[src/rtl/feeder_pkg.sv]
// ----------------------------------------------------------------------------
// feeder_pkg
// ----------------------------------------------------------------------------
// Shared definitions for the serial bit feeder slice.
//
// Contents:
//   DEFAULT_W : default parallel word width in bits
//   IDLE      : FSM encoding, waiting for a word
//   SHIFT     : FSM encoding, a word is being shifted out
// ----------------------------------------------------------------------------
package feeder_pkg;

    // Default word width used by the feeder and its shift register.
    localparam int DEFAULT_W = 8;

    // Two-state FSM encoding, kept as plain constants so older tools and
    // hand-written decoders elsewhere in the lab can use the same values.
    localparam logic [0:0] IDLE  = 1'b0;
    localparam logic [0:0] SHIFT = 1'b1;

endpackage : feeder_pkg

[src/rtl/bit_shift_reg.sv]
// ----------------------------------------------------------------------------
// bit_shift_reg
// ----------------------------------------------------------------------------
// W-bit loadable shift register with a fixed output tap at bit W-1.
// The bit order is chosen once at load time: when MSB_FIRST is 0 the word
// is bit-reversed as it enters, so the register always shifts towards the
// MSB and the tap never moves.
//
// Ports:
//   clk     input   clock, state updates on the rising edge
//   rst     input   asynchronous active-low reset, clears the register
//   load_i  input   load data_i this cycle (wins over shift_i)
//   shift_i input   advance the register by one bit this cycle
//   data_i  input   parallel word to load
//   tap_o   output  current serial bit (register bit W-1)
// ----------------------------------------------------------------------------
module bit_shift_reg
    import feeder_pkg::*;
#(
    parameter int W         = DEFAULT_W,
    parameter bit MSB_FIRST = 1'b1
) (
    input  logic         clk,
    input  logic         rst,
    input  logic         load_i,
    input  logic         shift_i,
    input  logic [W-1:0] data_i,
    output logic         tap_o
);

    logic [W-1:0] sreg_q;
    logic [W-1:0] sreg_d;
    logic [W-1:0] loadWord;

    // Put the first bit to be sent into position W-1, whichever end of the
    // incoming word it comes from.
    always_comb begin
        loadWord = '0;
        for (int i = 0; i < W; i++) begin
            if (MSB_FIRST) begin
                loadWord[i] = data_i[i];
            end else begin
                loadWord[i] = data_i[W-1-i];
            end
        end
    end

    // A load on the same cycle as a shift replaces the old word outright;
    // this is what lets back-to-back words run without a bubble.
    always_comb begin
        sreg_d = sreg_q;
        if (load_i) begin
            sreg_d = loadWord;
        end else if (shift_i) begin
            sreg_d = {sreg_q[W-2:0], 1'b0};
        end
    end

    always_ff @(posedge clk or negedge rst) begin
        if (!rst) begin
            sreg_q <= '0;
        end else begin
            sreg_q <= sreg_d;
        end
    end

    assign tap_o = sreg_q[W-1];

endmodule : bit_shift_reg

[src/rtl/serial_bit_feeder.sv]
// ----------------------------------------------------------------------------
// serial_bit_feeder
// ----------------------------------------------------------------------------
// Parallel-to-serial front end for the serial pattern-detector FSMs.
// Words arrive over a valid/ready handshake and leave one bit per enabled
// clock on x/x_valid. The next word can be taken on the last-bit cycle of
// the current one, so a continuous supply gives a gap-free bit stream.
// bit_en throttles the rate; a registered one-cycle done pulse follows the
// last bit of every word.
//
// Ports:
//   clk       input   clock, state updates on the rising edge
//   rst       input   asynchronous active-low reset
//   in_data   input   parallel word to serialize
//   in_valid  input   in_data is valid
//   in_ready  output  a word can be accepted this cycle
//   bit_en    input   1 = advance one bit this cycle, 0 = stall
//   x         output  current serial bit
//   x_valid   output  x carries a valid bit this cycle
//   busy      output  a word is in flight
//   done      output  one-cycle pulse after the last bit of a word
// ----------------------------------------------------------------------------
module serial_bit_feeder
    import feeder_pkg::*;
#(
    parameter int W         = DEFAULT_W,
    parameter bit MSB_FIRST = 1'b1
) (
    input  logic         clk,
    input  logic         rst,
    input  logic [W-1:0] in_data,
    input  logic         in_valid,
    output logic         in_ready,
    input  logic         bit_en,
    output logic         x,
    output logic         x_valid,
    output logic         busy,
    output logic         done
);

    localparam int           CW      = $clog2(W);
    localparam logic [CW-1:0] CNT_MAX = CW'(W - 1);

    logic [0:0]    state_q;
    logic [0:0]    state_d;
    logic [CW-1:0] cnt_q;
    logic [CW-1:0] cnt_d;
    logic          done_q;
    logic          done_d;

    logic          inShift;
    logic          lastBit;
    logic          accept;
    logic          shiftEn;
    logic          tap;

    // lastBit is the cycle in which the final bit of the current word is
    // consumed; it doubles as the second acceptance window.
    assign inShift = (state_q == SHIFT);
    assign lastBit = inShift && (cnt_q == '0) && bit_en;

    // in_ready is gated by rst so it reads 0 while reset is held, even
    // though the FSM already sits in IDLE.
    assign in_ready = rst && ((state_q == IDLE) || lastBit);
    assign accept   = in_valid && in_ready;

    // Shifting only happens on enabled SHIFT cycles; a concurrent load takes
    // priority inside the shift register.
    assign shiftEn = inShift && bit_en;

    bit_shift_reg #(
        .W         (W),
        .MSB_FIRST (MSB_FIRST)
    ) u_shift (
        .clk     (clk),
        .rst     (rst),
        .load_i  (accept),
        .shift_i (shiftEn),
        .data_i  (in_data),
        .tap_o   (tap)
    );

    // Next-state logic. The counter holds the number of bits still to be
    // sent after the current one, so cnt==0 marks the last bit. bit_en has
    // no effect in IDLE.
    always_comb begin
        state_d = state_q;
        cnt_d   = cnt_q;
        case (state_q)
            IDLE: begin
                if (accept) begin
                    state_d = SHIFT;
                    cnt_d   = CNT_MAX;
                end
            end
            SHIFT: begin
                if (bit_en) begin
                    if (cnt_q == '0) begin
                        if (in_valid) begin
                            cnt_d = CNT_MAX;
                        end else begin
                            state_d = IDLE;
                        end
                    end else begin
                        cnt_d = cnt_q - CW'(1);
                    end
                end
            end
            default: begin
                state_d = IDLE;
                cnt_d   = '0;
            end
        endcase
    end

    // done is registered so it appears the cycle after the last bit and
    // lasts exactly one cycle, independent of whether a new word follows.
    assign done_d = lastBit;

    always_ff @(posedge clk or negedge rst) begin
        if (!rst) begin
            state_q <= IDLE;
            cnt_q   <= '0;
            done_q  <= 1'b0;
        end else begin
            state_q <= state_d;
            cnt_q   <= cnt_d;
            done_q  <= done_d;
        end
    end

    // x always comes from the register, so it holds during stalls and is 0
    // straight after reset.
    assign x       = tap;
    assign x_valid = shiftEn;
    assign busy    = inShift;
    assign done    = done_q;

endmodule : serial_bit_feeder
[config.mk]
export PLATFORM = sky130hd
export DESIGN_NAME = serial_bit_feeder
export DESIGN_NICKNAME = d
export VERILOG_FILES = /design/src/rtl/feeder_pkg.sv /design/src/rtl/bit_shift_reg.sv /design/src/rtl/serial_bit_feeder.sv
export SDC_FILE = /design/constraint.sdc
export NUM_CORES = 1
export LEC_CHECK = 0
export CAP_MARGIN = 15
export CORE_ASPECT_RATIO = 1.2
export CORE_MARGIN = 3
export CORE_UTILIZATION = 35
export DETAILED_ROUTE_END_ITERATION = 10
export GPL_TIMING_DRIVEN = 1
export MAX_ROUTING_LAYER = met4
export SYNTH_ARGS = -nofsm -noshare
export SYNTH_HDL_FRONTEND = slang
export SYNTH_SLANG_ARGS = --single-unit
export TNS_END_PERCENT = 5
[constraint.sdc]
create_clock -name clk -period 4 [get_ports clk]
set_input_delay 0.8 -clock clk [delete_from_list [all_inputs] [get_ports clk]]
set_output_delay 0.8 -clock clk [all_outputs]
set_load 0.005 [all_outputs]
# ---- After elaboration in Yosys (flattened, before gate mapping)
# Index checks and enable logic that the tools add are counted.
dict set report op_classes {
  addsub 1
  n_eq_ne 3
  mux 12
  n_bitwise 1
  reduce_logical 9
}
# op count
set ops {}
lappend ops {{$mux 8} 2}
lappend ops {{$mux 3} 4}
lappend ops {{$pmux 3 s2} 1}
lappend ops {{$logic_and 1x1->1} 5}
lappend ops {{$mux 1} 4}
lappend ops {{$ne 2x2->1 const B} 2}
lappend ops {{$logic_not 3->1} 1}
lappend ops {{$ne 3x3->1 const B} 1}
lappend ops {{$reduce_and 3->1} 1}
lappend ops {{$sub 3x1->3 const B} 1}
lappend ops {{$pmux 1 s2} 1}
lappend ops {{$reduce_bool 2->1} 1}
lappend ops {{$logic_or 1x1->1} 1}
lappend ops {{$not 1->1} 1}
dict set report word_totals {
  reg_bits 13
  inputBits 12
}

# ---- Depth between registers and ports, before layout
# Gate-level depths: netlist of run 1.
dict set report depth {
  word_depth 8
  ltp_mapped 6
}

# ---- Hierarchy
# Synthesis of run 1 repeated with hierarchy kept, for this count alone.
dict set report unflattened {
  cells_unflattened 69
  hier_area_um2 694.4
}
# module n_inst cells_per_inst area_each_um2 seq_area_each_um2
set modules_own_cells {}
lappend modules_own_cells {bit_shift_reg 1 34 369.1 200.2}
lappend modules_own_cells {serial_bit_feeder 1 35 325.3 125.1}

# ---- Worst setup path before layout of run 1
# No wires, ideal clock.
dict set report synth_timing {
  path_kind {input to output}
  startpoint {input port bit_en}
  endpoint {output port in_ready}
  t_arrival_ns 1.094
  path_slack_ns 2.106
  stages 3
  n_path_buf 0
  cell_sequence {nand3b_1 nand2_1 and2_1}
}
dict set report synth_via {
  elab_chain_cells 3
}
# item line_no
set synth_rtl {}
lappend synth_rtl {{start, declared} serial_bit_feeder.sv:34} ;# input logic bit_en,
lappend synth_rtl {{$logic_and 1x1->1} serial_bit_feeder.sv:60} ;# assign lastBit = inShift && (cnt_q == '0) && bit_en;
lappend synth_rtl {{$logic_or 1x1->1} serial_bit_feeder.sv:64} ;# assign in_ready = rst && ((state_q == IDLE) || lastBit);
lappend synth_rtl {{$logic_and 1x1->1} serial_bit_feeder.sv:64}
lappend synth_rtl {{end, declared} serial_bit_feeder.sv:33} ;# output logic in_ready,
# No other way between the ends.

# ---- Final worst setup path of run 1
# Ends and elaborated chain as after synthesis.

==> results of run 1 <==
[final cells by class]
type                    instances  area (sq um)
inverters                       4          20.0
flip-flops and latches         13           325
multi-input cells              37           355
clock buffers                   3          22.5
well taps                      19          23.8
clock inverters                 1          5.00
repair buffers                 17           168
fillers                       174           973
[synth_stat cells]
| master | n | area (sq um) |
|---|---|---|
| a21o_1 | 1 | 7.51 |
| a221oi_1 | 3 | 26.3 |
| a31oi_1 | 1 | 6.26 |
| a41oi_1 | 1 | 8.76 |
| and2_1 | 1 | 6.26 |
| and3_2 | 1 | 7.51 |
| buf_6 | 2 | 22.5 |
| dfrtp_1 | 13 | 325 |
| ha_1 | 2 | 25.0 |
| inv_1 | 3 | 11.3 |
| inv_6 | 1 | 8.76 |
| mux2_1 | 3 | 33.8 |
| mux2_2 | 5 | 56.3 |
| mux2_4 | 7 | 105 |
| mux2i_1 | 1 | 10.0 |
| nand2_1 | 4 | 15.0 |
| nand2_4 | 1 | 11.3 |
| nand2b_1 | 1 | 6.26 |
| nand3b_1 | 1 | 7.51 |
| nor2_1 | 1 | 3.75 |
| nor3_1 | 1 | 5.00 |
| nor4b_1 | 1 | 8.76 |
| o21ai_0 | 1 | 5.00 |
[per-stage QoR]
step / hold slack, ps / instance area (sq um) / util
finish: 500 / 920 / 0.486
global route: 566 / 920 / 0.486
CTS: 498 / 920 / 0.486
detailed placement: 486 / 892 / 0.471
global placement: 485 / 892 / 0.471
floorplan: 456 / 723 / -
[flip-flops by register name, summed over array words and instances (netlist names)]
signal	flops
u_shift.sreg_q	8
cnt_q	3
busy	1
done	1
[power groups by stage]
stage	Combinational, mW	Clock, mW	Sequential (mW)
2_1_floorplan	0.124	0	0.194
3_3_place_gp	0.168	0	0.201
3_5_place_dp	0.172	0	0.202
4_1_cts	0.172	0.0837	0.199
5_1_grt	0.189	0.0912	0.206
6_report	0.169	0.0791	0.199
[metal layers]
metal,up-vias,wire length [microns],share of wire,GRT usage
li1,240,-,-,-
met1,229,553,0.45,0.151
met2,13,616,0.50,0.169
met3,0,64,0.052,0.0194
met4,0,0,0,0.0593
met5,-,0,0,-
[worst reg2reg max path, delay by kind of cell, from the launching register on]
kind | cells | cell delay [ps]
adder cells (fa/ha/maj) | 1 | 220
AO/OA/AOI/OAI | 1 | 420
buffers and inverters | 1 | 70
AND/OR/NAND/NOR | 1 | 110
flip-flops | 1 | 370
multiplexers | 1 | 350
[cell families after synthesis]
family	count (synthesis)	synth area share
adders and majority gates	2	0.0346
AOI/OAI and AO/OA	7	0.0744
buffers and inverters	6	0.0588
DFF	13	0.450
muxes	16	0.284
and+or+nand+nor	12	0.0986
[worst min-delay path by stage]
stage | to | from | slack [ps]
finish | cnt_q[0] | cnt_q[0] | 500
floorplan | cnt_q[0] | cnt_q[0] | 460
global route | cnt_q[0] | cnt_q[0] | 570
detailed placement | cnt_q[0] | cnt_q[0] | 490
global placement | cnt_q[0] | cnt_q[0] | 480
CTS | cnt_q[0] | cnt_q[0] | 500
[cells in the final DEF, fill, tap and decap left out, drive strengths merged]
master / netlist / routed
clkdlybuf4s50: 0 / 16
mux2: 15 / 15
dfrtp: 13 / 13
nand2: 5 / 5
inv: 4 / 4
a221oi: 3 / 3
clkbuf: 0 / 3
ha: 2 / 2
nand2b: 1 / 1
nor2: 1 / 1
nand3b: 1 / 1
and2: 1 / 1
o21ai: 1 / 1
a21o: 1 / 1
mux2i: 1 / 1
a41oi: 1 / 1
and3: 1 / 1
nor4b: 1 / 1
nor3: 1 / 1
a31oi: 1 / 1
clkinv: 0 / 1
buf: 2 / 1
==> results.sh, run 1 <==
export IMPL_outcome="finished, final reports clean"
export IMPL_crit_top_cell="clkdlybuf4s50_1"
export IMPL_cts_root_buf="clkbuf_4"
export IMPL_avgSynthCellArea_sq_um=12.9
export IMPL_syn_num_nets=70
export IMPL_start_util=0.382
export IMPL_cts_buffer_depth=2
export IMPL_cp_slowest_stage_delay_ps=560
export IMPL_dpl_hpwl_microns=937
export IMPL_cts_sinks=13
export IMPL_portBuffers=16
export IMPL_r2r_setup_slack_ps=2370
export IMPL_synthesis_area_sq_um=723
export IMPL_area_growth_pct=27.2
export IMPL_cp_end_kind="primary output"
export IMPL_layout_cells_non_filler=94
export IMPL_p_sw_frac=0.292
export IMPL_crit_required_ps=3200
export IMPL_cap_violations=0
export IMPL_final_hold_viol_count=0
export IMPL_total_power_mw=0.448
export IMPL_power_switching_mw=0.131
export IMPL_post_cts_buffers=0
export IMPL_via_per_inst=5.13
export IMPL_drtAntennaViolNets=0
export IMPL_crit_family="buffers and inverters"
export IMPL_p_leak_nw=0.456
export IMPL_setup_tns_ps=0
export IMPL_drive_gt1_frac=0.267
export IMPL_p_per_area_mw_per_mm2=487
export IMPL_tightestPinTransition_ps=456
export IMPL_die_w_microns=47.5
export IMPL_gp_congestion=0.751
export IMPL_r2r_end="u_shift.sreg_q[1]"
export IMPL_fin_ws_ps=1020
export IMPL_clkPwrFrac=0.177
export IMPL_cp_depth=5
export IMPL_fin_skew_ps=10.1
export IMPL_rsz0062_at_grt="no"
export IMPL_cts_resized=0
export IMPL_combPwrFrac=0.378
export IMPL_num_antenna_cells=0
export IMPL_crit_slowest_cell="clkdlybuf4s50_1"
export IMPL_timing_rr_start="cnt_q[0]"
export IMPL_track_usage=0.116
export IMPL_dr_pass1_iters=3
export IMPL_power_internal_mw=0.317
export IMPL_routedWlPerCell_microns=13.1
export IMPL_start_kind="input pin"
export IMPL_rows=17
export IMPL_drv_slew=0
export IMPL_crit_path_start="bit_en"
export IMPL_cp_cell_sequence="clkdlybuf4s50_1 > nand3b_1 > nand2_1 > and2_1 > clkdlybuf4s50_1"
export IMPL_final_nets=90
export IMPL_drc_errors=0
export IMPL_synth_cell_type_count=23
export IMPL_drtIter0Drc=3
export IMPL_fmax_ghz=0.336
export IMPL_grt_max_degree=18
export IMPL_ios=17
export IMPL_grt_first_pass_wirelength_microns=2200
export IMPL_max_slew_margin_rel=0.696
export IMPL_dp_slack_ps=1020
export IMPL_die_h_microns=55.8
export IMPL_synth_warnings=0
export IMPL_clk_latency_ps=270
export IMPL_r2r_cells=5
export IMPL_cp_max_fo=4
export IMPL_vias=482
export IMPL_antenna_found_initial=0
export IMPL_power_frac_seq=0.445
export IMPL_cp_arrival_ps=2180
export IMPL_path_buf_inv=2
export IMPL_ctsHoldBuffers=0
export IMPL_grt_pass1_vias=519
export IMPL_yosysSeqAreaShare=0.450
export IMPL_layout_min_cycle_time_ps=2980
export IMPL_overflow=0
export IMPL_wl_microns=1240
export IMPL_worstSetupPathType="in2out"
export IMPL_coreArea_sq_mm=0.00189
export IMPL_cts_tree="built"
export IMPL_hold_depth=1
export IMPL_cts_max_level=1
export IMPL_synth_cells=56
export IMPL_numCtsBuffers=3
export IMPL_ir_worst_vdd_mv=0.258
export IMPL_min_path_type="reg2reg"
export IMPL_fin_crit_sh=0.744
export IMPL_crit_end="in_ready"
export IMPL_setup_violations=0
export IMPL_clk_pin_slew_worst_paths_ps=70
export IMPL_dp_cells=90
export IMPL_synth_seq_cells=13
export IMPL_dieArea_sq_mm=0.00265
No activity file was read; power rests on OpenSTA's default activity.
==> run 2, diff against run 1 <==
==> constraint.sdc (replaced) <==
create_clock -name clk -period 3 [get_ports clk]
set_input_delay 0.6 -clock clk [delete_from_list [all_inputs] [get_ports clk]]
set_output_delay 0.6 -clock clk [all_outputs]
set_load 0.005 [all_outputs]
==> run 2 against run 1 <==
Compared with the run above:
- via count up 2.1%
- worst setup slack worse by 590 ps
- global-route usage down 0.12 points
- clock power up 35%
- count of clock-buffer cells in the layout unchanged
- first-iteration DRC count rose to 2.7 times the previous value
==> results.sh, run 2 (synthesis gave the netlist of run 1 again) <==
export IMPL_start_kind="input pin"
export IMPL_antenna_found_initial=0
export IMPL_grt_first_pass_wirelength_microns=2150
export IMPL_grt_use_met1=0.127
export IMPL_cts_buffer_depth=2
export IMPL_largest_register_ffs=8
export IMPL_final_hold_viol_count=0
export IMPL_die_h_microns=55.8
export IMPL_drtAntennaViolNets=0
export IMPL_p_leak_nw=0.456
export IMPL_num_antenna_cells=0
export IMPL_clk_latency_ps=280
export IMPL_drive_gt1_frac=0.267
export IMPL_ir_worst_vdd_mv=0.325
export IMPL_largestRegisters="u_shift.sreg_q (8), cnt_q (3)"
export IMPL_dpl_hpwl_microns=945
export IMPL_grt_use_met2=0.188
export IMPL_cp_max_fo=4
export IMPL_final_cell_mix="clkdlybuf4s50_1 (16), dfrtp_1 (13), mux2_4 (7)"
export IMPL_rows=17
export IMPL_coreArea_sq_mm=0.00189
export IMPL_rsz0062_at_grt="no"
export IMPL_cts_tree="built"
export IMPL_tightestPinTransition_ps=452
export IMPL_crit_required_ps=2400
export IMPL_portBuffers=16
export IMPL_layout_min_cycle_time_ps=2570
export IMPL_setup_violations=0
export IMPL_worstSetupPathType="in2out"
export IMPL_numCtsBuffers=3
export IMPL_overflow=0
export IMPL_largest_register="u_shift.sreg_q"
export IMPL_cts_max_level=1
export IMPL_gp_congestion=0.764
export IMPL_use_met3=0.0194
export IMPL_grt_max_degree=17
export IMPL_fmax_ghz=0.389
export IMPL_dr_pass1_iters=3
export IMPL_fin_skew_ps=11.4
export IMPL_via_per_inst=5.23
export IMPL_wl_microns=1290
export IMPL_crit_slowest_cell="clkdlybuf4s50_1"
export IMPL_start_util=0.382
export IMPL_ctsHoldBuffers=0
export IMPL_min_path_type="reg2reg"
export IMPL_cap_violations=0
export IMPL_cts_sinks=13
export IMPL_cp_cell_sequence="clkdlybuf4s50_1 > nand3b_1 > nand2_1 > and2_1 > clkdlybuf4s50_1"
export IMPL_mostFrequentLayoutCell="clkdlybuf4s50_1"
export IMPL_dieArea_sq_mm=0.00265
export IMPL_area_growth_pct=27.2
export IMPL_drv_slew=0
export IMPL_clk_pin_slew_worst_paths_ps=70
export IMPL_post_cts_buffers=0
export IMPL_cts_resized=0
export IMPL_ios=17
export IMPL_routedWlPerCell_microns=13.7
export IMPL_setup_tns_ps=0
export IMPL_die_w_microns=47.5
export IMPL_vias=492
export IMPL_final_nets=90
export IMPL_fin_crit_sh=0.856
export IMPL_cp_arrival_ps=1970
export IMPL_cp_slowest_stage_delay_ps=560
export IMPL_cts_root_buf="clkbuf_4"
export IMPL_hold_ws_ps=502
export IMPL_track_usage=0.115
export IMPL_outcome="finished, final reports clean"
export IMPL_max_slew_margin_rel=0.698
export IMPL_cp_end_kind="primary output"
export IMPL_final_util=0.486
export IMPL_crit_top_cell="clkdlybuf4s50_1"
export IMPL_busiest_layer="met2"
export IMPL_p_per_area_mw_per_mm2=650
export IMPL_drc_errors=0
export IMPL_grt_pass1_vias=525
export IMPL_drtIter0Drc=8
-- run 2: final cells by class --
class	count	area, sq um
fill	176	973
inverter	4	20.0
tap	19	23.8
timing repair buffer	17	168
clock inverter	1	5.00
multi-input combinational	37	355
sequential	13	325
clock buffer	3	22.5
-- run 2: power by group --
part           leakage (nW)  total [mW]  switching, mW  internal, mW
combinational         0.272       0.226         0.0840         0.142
clock                0.0177       0.107         0.0573        0.0494
sequential            0.166       0.265         0.0339         0.231
total                 0.456       0.598          0.175         0.422
-- run 2: worst paths after layout --
path | startpoint | end | slack, ps | cells past startpoint
worst max register to register | cnt_q[0] | u_shift.sreg_q[1] | 1370 | 5
worst min register to register | cnt_q[0] | cnt_q[0] | 500 | 1
min in group asynchronous | rst | u_shift.sreg_q[7] | 660 | 2
worst max-delay path | bit_en | in_ready | 430 | 5
max in group asynchronous | rst | u_shift.sreg_q[1] | 2150 | 2
worst min-delay path | cnt_q[0] | cnt_q[0] | 500 | 1
-- run 2: stage by stage --
stage	setup WS, ps	std cells	area [sq um]	total power [mW]
after global routing	341	94	920	0.647
final	431	94	920	0.598
after floorplan	1490	56	723	0.424
after detailed placement	427	90	892	0.499
after CTS	422	94	920	0.611
after global placement	429	90	892	0.493
-- run 2: critical path: cells and delay by family --
kind / cells / cell delay [ps]
and+or+nand+nor: 3 / 330
buffers and inverters: 2 / 1050
-- run 2: metal layers --
layer  vias up  wire length [microns]
li1        242                      -
met1       237                    557
met2        13                    668
met3         0                     65
met4         0                      0
met5         -                      0
==> run 3, diff against run 2 <==
--- a/config.mk
+++ b/config.mk
@@ -5,13 +5,14 @@
 export SDC_FILE = /design/constraint.sdc
 export NUM_CORES = 1
 export LEC_CHECK = 0
-export CAP_MARGIN = 15
 export CORE_ASPECT_RATIO = 1.2
 export CORE_MARGIN = 3
 export CORE_UTILIZATION = 35
+export CTS_CLUSTER_SIZE = 20
 export DETAILED_ROUTE_END_ITERATION = 10
 export GPL_TIMING_DRIVEN = 1
 export MAX_ROUTING_LAYER = met4
+export REMOVE_ABC_BUFFERS = 1
 export SYNTH_ARGS = -nofsm -noshare
 export SYNTH_HDL_FRONTEND = slang
 export SYNTH_SLANG_ARGS = --single-unit
==> run 3 against run 2 <==
Compared with the run above:
- first-iteration DRC count down 25%
- hold slack got worse by 7.6 ps
- flip-flop and latch count is the same
- sequential power about the same
- non-clock buffer count unchanged
- fmax fell by 0.53%
- cell area decreased by 0.14%
- wire length grew 1.2%
==> results.sh, run 3 (synthesis gave the netlist of run 1 again) <==
export IMPL_track_usage=0.113
export IMPL_rsz0062_at_grt="no"
export IMPL_register_area_sq_um=325
export IMPL_p_leak_nw=0.453
export IMPL_num_antenna_cells=0
export IMPL_worstSetupPathType="in2out"
export IMPL_fin_crit_sh=0.861
export IMPL_drtIter0Drc=6
export IMPL_total_power_mw=0.595
export IMPL_start_kind="input pin"
export IMPL_min_to="cnt_q[0]"
export IMPL_cp_max_fo=4
export IMPL_final_cell_mix="clkdlybuf4s50_1 (16), dfrtp_1 (13), mux2_4 (7)"
export IMPL_setup_violations=0
export IMPL_grt_pass1_vias=484
export IMPL_cp_end_kind="primary output"
export IMPL_mostFrequentLayoutCell="clkdlybuf4s50_1"
export IMPL_largest_register_ffs=8
export IMPL_clk_pin_slew_worst_paths_ps=80
export IMPL_p_per_area_mw_per_mm2=648
export IMPL_cp_slowest_stage_delay_ps=560
export IMPL_cap_violations=0
export IMPL_drc_errors=0
export IMPL_hp_start="cnt_q[0]"
export IMPL_max_slew_margin_rel=0.691
export IMPL_clk_latency_ps=270
export IMPL_cts_buffer_depth=2
export IMPL_drtAntennaViolNets=0
export IMPL_drv_slew=0
export IMPL_tightestPinTransition_ps=464
export IMPL_cts_resized=0
export IMPL_antenna_found_initial=0
export IMPL_start_util=0.382
export IMPL_largest_register="u_shift.sreg_q"
export IMPL_numCtsBuffers=3
export IMPL_dieArea_sq_mm=0.00265
export IMPL_largestRegisters="u_shift.sreg_q (8), cnt_q (3)"
export IMPL_portBuffers=16
export IMPL_cp_cell_sequence="clkdlybuf4s50_1 > nand3b_1 > nand2_1 > and2_1 > clkdlybuf4s50_1"
export IMPL_drive_gt1_frac=0.253
export IMPL_vias=482
export IMPL_ios=17
export IMPL_gp_congestion=0.773
export IMPL_timing_rr_start="cnt_q[0]"
export IMPL_design_area_sq_um=918
export IMPL_grt_first_pass_wirelength_microns=2170
export IMPL_hold_depth=1
export IMPL_routedWlPerCell_microns=13.9
export IMPL_fin_skew_ps=0.930
export IMPL_cts_root_buf="clkbuf_4"
export IMPL_setup_tns_ps=0
export IMPL_die_w_microns=47.5
export IMPL_via_per_inst=5.13
export IMPL_ctsHoldBuffers=0
export IMPL_dr_pass1_iters=4
export IMPL_crit_top_cell="clkdlybuf4s50_1"
export IMPL_multi_input_area_sq_um=355
export IMPL_final_hold_viol_count=0
export IMPL_r2r_cells=5
export IMPL_r2r_setup_slack_ps=1360
export IMPL_outcome="finished, final reports clean"
export IMPL_final_nets=90
export IMPL_cts_tree="built"
export IMPL_coreArea_sq_mm=0.00189
export IMPL_r2r_end="u_shift.sreg_q[4]"
export IMPL_layout_min_cycle_time_ps=2580
export IMPL_cts_max_level=1
export IMPL_grt_max_degree=17
export IMPL_fill_cells=190
export IMPL_area_growth_pct=27.0
export IMPL_wl_microns=1310
export IMPL_dpl_cell_area_sq_um=892
export IMPL_crit_slowest_cell="clkdlybuf4s50_1"
export IMPL_ir_worst_vdd_mv=0.310
export IMPL_overflow=0
export IMPL_fmax_ghz=0.387
export IMPL_crit_required_ps=2400
export IMPL_dpl_hpwl_microns=930
export IMPL_rows=17
export IMPL_die_h_microns=55.8
export IMPL_cts_sinks=13
export IMPL_min_path_type="reg2reg"
export IMPL_post_cts_buffers=0
export IMPL_cp_arrival_ps=1980
-- run 3: worst max-delay path, delay by kind of cell --
kind / cells / cell delay [ps]
buffers and inverters: 2 / 1050
and+or+nand+nor: 3 / 330
-- run 3: layout make-up --
class                      count  area share
inverter                       4      0.0218
tap                           19      0.0259
clock buffer                   4      0.0286
multi-input combinational     37       0.387
sequential                    13       0.354
timing repair buffer          17       0.183
-- run 3: worst max path at each step --
| stage | start | end | slack [ps] | cells past startpoint |
|---|---|---|---|---|
| final | bit_en | in_ready | 420 | 5 |
| after global routing | bit_en | in_ready | 330 | 5 |
| after CTS | bit_en | in_ready | 430 | 5 |
| after detailed placement | bit_en | in_ready | 430 | 5 |
| after global placement | bit_en | in_ready | 430 | 5 |
| after floorplan | cnt_q[0] | in_ready | 1470 | 5 |
-- run 3: stage by stage --
stage	utilization	instances	hold WS (ps)	worst slack [ps]
2_1_floorplan	-	54	304	1470
3_3_place_gp	0.471	90	479	428
3_5_place_dp	0.471	90	484	432
4_1_cts	0.485	94	496	425
5_1_grt	0.485	94	539	329
6_report	0.485	94	494	417
-- run 3: metal layers --
metal | global-route usage | vias to the layer above | part of all wire
met5 | - | - | 0
met2 | 0.165 | 12 | 0.49
li1 | - | 239 | -
met4 | 0.0356 | 0 | 0
met1 | 0.149 | 231 | 0.46
met3 | 0.0291 | 0 | 0.052
-- run 3: power breakdown --
| part | leakage [nW] | internal [mW] | switching, mW | total [mW] |
|---|---|---|---|---|
| Combinational | 0.272 | 0.142 | 0.0825 | 0.225 |
| Clock | 0.0150 | 0.0514 | 0.0552 | 0.107 |
| Sequential | 0.166 | 0.231 | 0.0323 | 0.263 |
==> patch: new RTL, settings of run 3 <==
The package constant `DEFAULT_W` goes from 8 to 32.
--- a/src/rtl/feeder_pkg.sv
+++ b/src/rtl/feeder_pkg.sv
@@ -12,5 +12,5 @@
 
     // Default word width used by the feeder and its shift register.
-    localparam int DEFAULT_W = 8;
+    localparam int DEFAULT_W = 32;
 
     // Two-state FSM encoding, kept as plain constants so older tools and
Ports: changed (resized in_data); port bits go from 17 to 41. The function was not compared with the original's and may differ.
==> patch against run 3 <==
Sequential cell count up 26. Synthesized area rose to 2.8 times the old value. Sequential share of layout area grew 2.3 points. Wire length rose to 3.7 times the old value. Cell area increased to 2.8 times the old value. Critical endpoint unchanged. Maximum frequency down 12%. Worst setup slack got worse by 340 ps. Count of clock-buffer cells in the layout up 2. Critical path depth increased by 1. Via count grew to 3.7 times the old value. Register-to-register slack worse by 340 ps. Global-route usage rose by 4.8 points. Power rose to 3.3 times the old value. Die area increased to 2.5 times the old value.
==> patch: results (changes against run 3) <==
- Sequential cell area share: 0.377 (was 0.354)
- Leakage power: 1.07 nW (was 0.453 nW)
- 1st-pass router iterations: 4 (unchanged)
- CP arrival: 2320 ps (was 1980 ps)
- Largest regs: u_shift.sreg_q x32, cnt_q x5 (was u_shift.sreg_q x8, cnt_q x3)
- Multi-input combinational area share: 0.360 (was 0.387)
- Vias in the first global route: 1791 (was 484)
- Inverters: 6 (was 4)
- P_int: 0.00134 W (was 0.000425 W)
- Synth area leaders: dfrtp_1 (49%), a32oi_1 (14%), nand2_1 (12%) (was dfrtp_1 (45%), mux2_4 (15%), mux2_2 (7.8%))
- Reg area: 976 um2 (was 325 um2)
- Slowest Stage Delay on Critical Path: 510 ps (was 560 ps)
- Outcome: finished clean (unchanged)
- Cells after Synth: 228 (was 56)
- Sw Ratio: 0.318 (was 0.286)
- # fillers: 549 (was 190)
- Total GRT Usage: 0.161 (was 0.113)
- Clk root buf: clkbuf_8 (was clkbuf_4)
- Sequential area share after synthesis: 0.487 (was 0.450)
- Post-route insts no fill: 328 (was 94)
- Sink Count: 39 (was 13)
- Largest net degree at the start of global routing: 35 (was 17)
- Power Clock: 0.000453 W (was 0.000107 W)
- Total CTS buffers: 5 (was 3)
- Headroom to the max-slew limit: 0.647 (was 0.691)
- Share of post-route cells with drive strength above 1: 0.0865 (was 0.253)
- Dpl ws: 238 ps (was 432 ps)
- Clock buf count: 6 (was 4)
- Nets: 302 (was 90)
- CTS HTree Levels: 2 (was 1)
- Hold Crit Class: input port to asynchronous set/reset pin (was flop to flop)
- Comb_multi_in: 164 (was 37)
- Placed instance area: 2450 um2 (was 892 um2)
- Clock Latency Late Sink: 290 ps (was 270 ps)
- ClkCell Share: 0.0455 (was 0.0286)
- GP Congestion: 0.799 (was 0.773)
- Inst Count DP: 319 (was 90)
- Drt total wl: 4.81 mm (was 1.31 mm)
- CTS Buffer Depth: 2 (unchanged)
- Layout Skew: 5.88 ps (was 0.930 ps)
- Post-Route Utilization: 0.479 (was 0.485)
- Routed vias/inst: 5.41 (was 5.13)
- P_comb: 0.000597 W (was 0.000225 W)
- First-pass GRT wire length: 8.16 mm (was 2.17 mm)
- Non-clk bufs: 49 (was 17)
- Count of cell types in the netlist: 31 (was 23)
- Non-clk buf share: 0.179 (was 0.183)
==> patch: worst paths after layout <==
path / startpoint / end / slack [ps] / cells past startpoint
worst min-delay path: rst / busy / 300 / 2
min in group clk: cnt_q[1] / cnt_q[1] / 550 / 1
worst min register to register: cnt_q[1] / cnt_q[1] / 550 / 1
worst max-delay path: cnt_q[0] / in_ready / 80 / 6
max in group asynchronous: rst / u_shift.sreg_q[5] / 2410 / 2
worst max register to register: cnt_q[0] / u_shift.sreg_q[6] / 1020 / 6
==> patch: metal layers <==
metal,track usage,vias up,wire [um]
met3,0.0259,5,160
met2,0.263,28,2360
li1,-,881,-
met5,-,-,0
met4,0.0534,0,59
met1,0.203,862,2230
==> patch: kinds of logic after synthesis <==
family,Yosys count,synth area share
AND/OR/NAND/NOR,117,0.252
AO/OA/AOI/OAI,45,0.190
flip-flops,39,0.487
buffers and inverters,25,0.0605
multiplexers,1,0.00499
adder cells (fa/ha/maj),1,0.00624
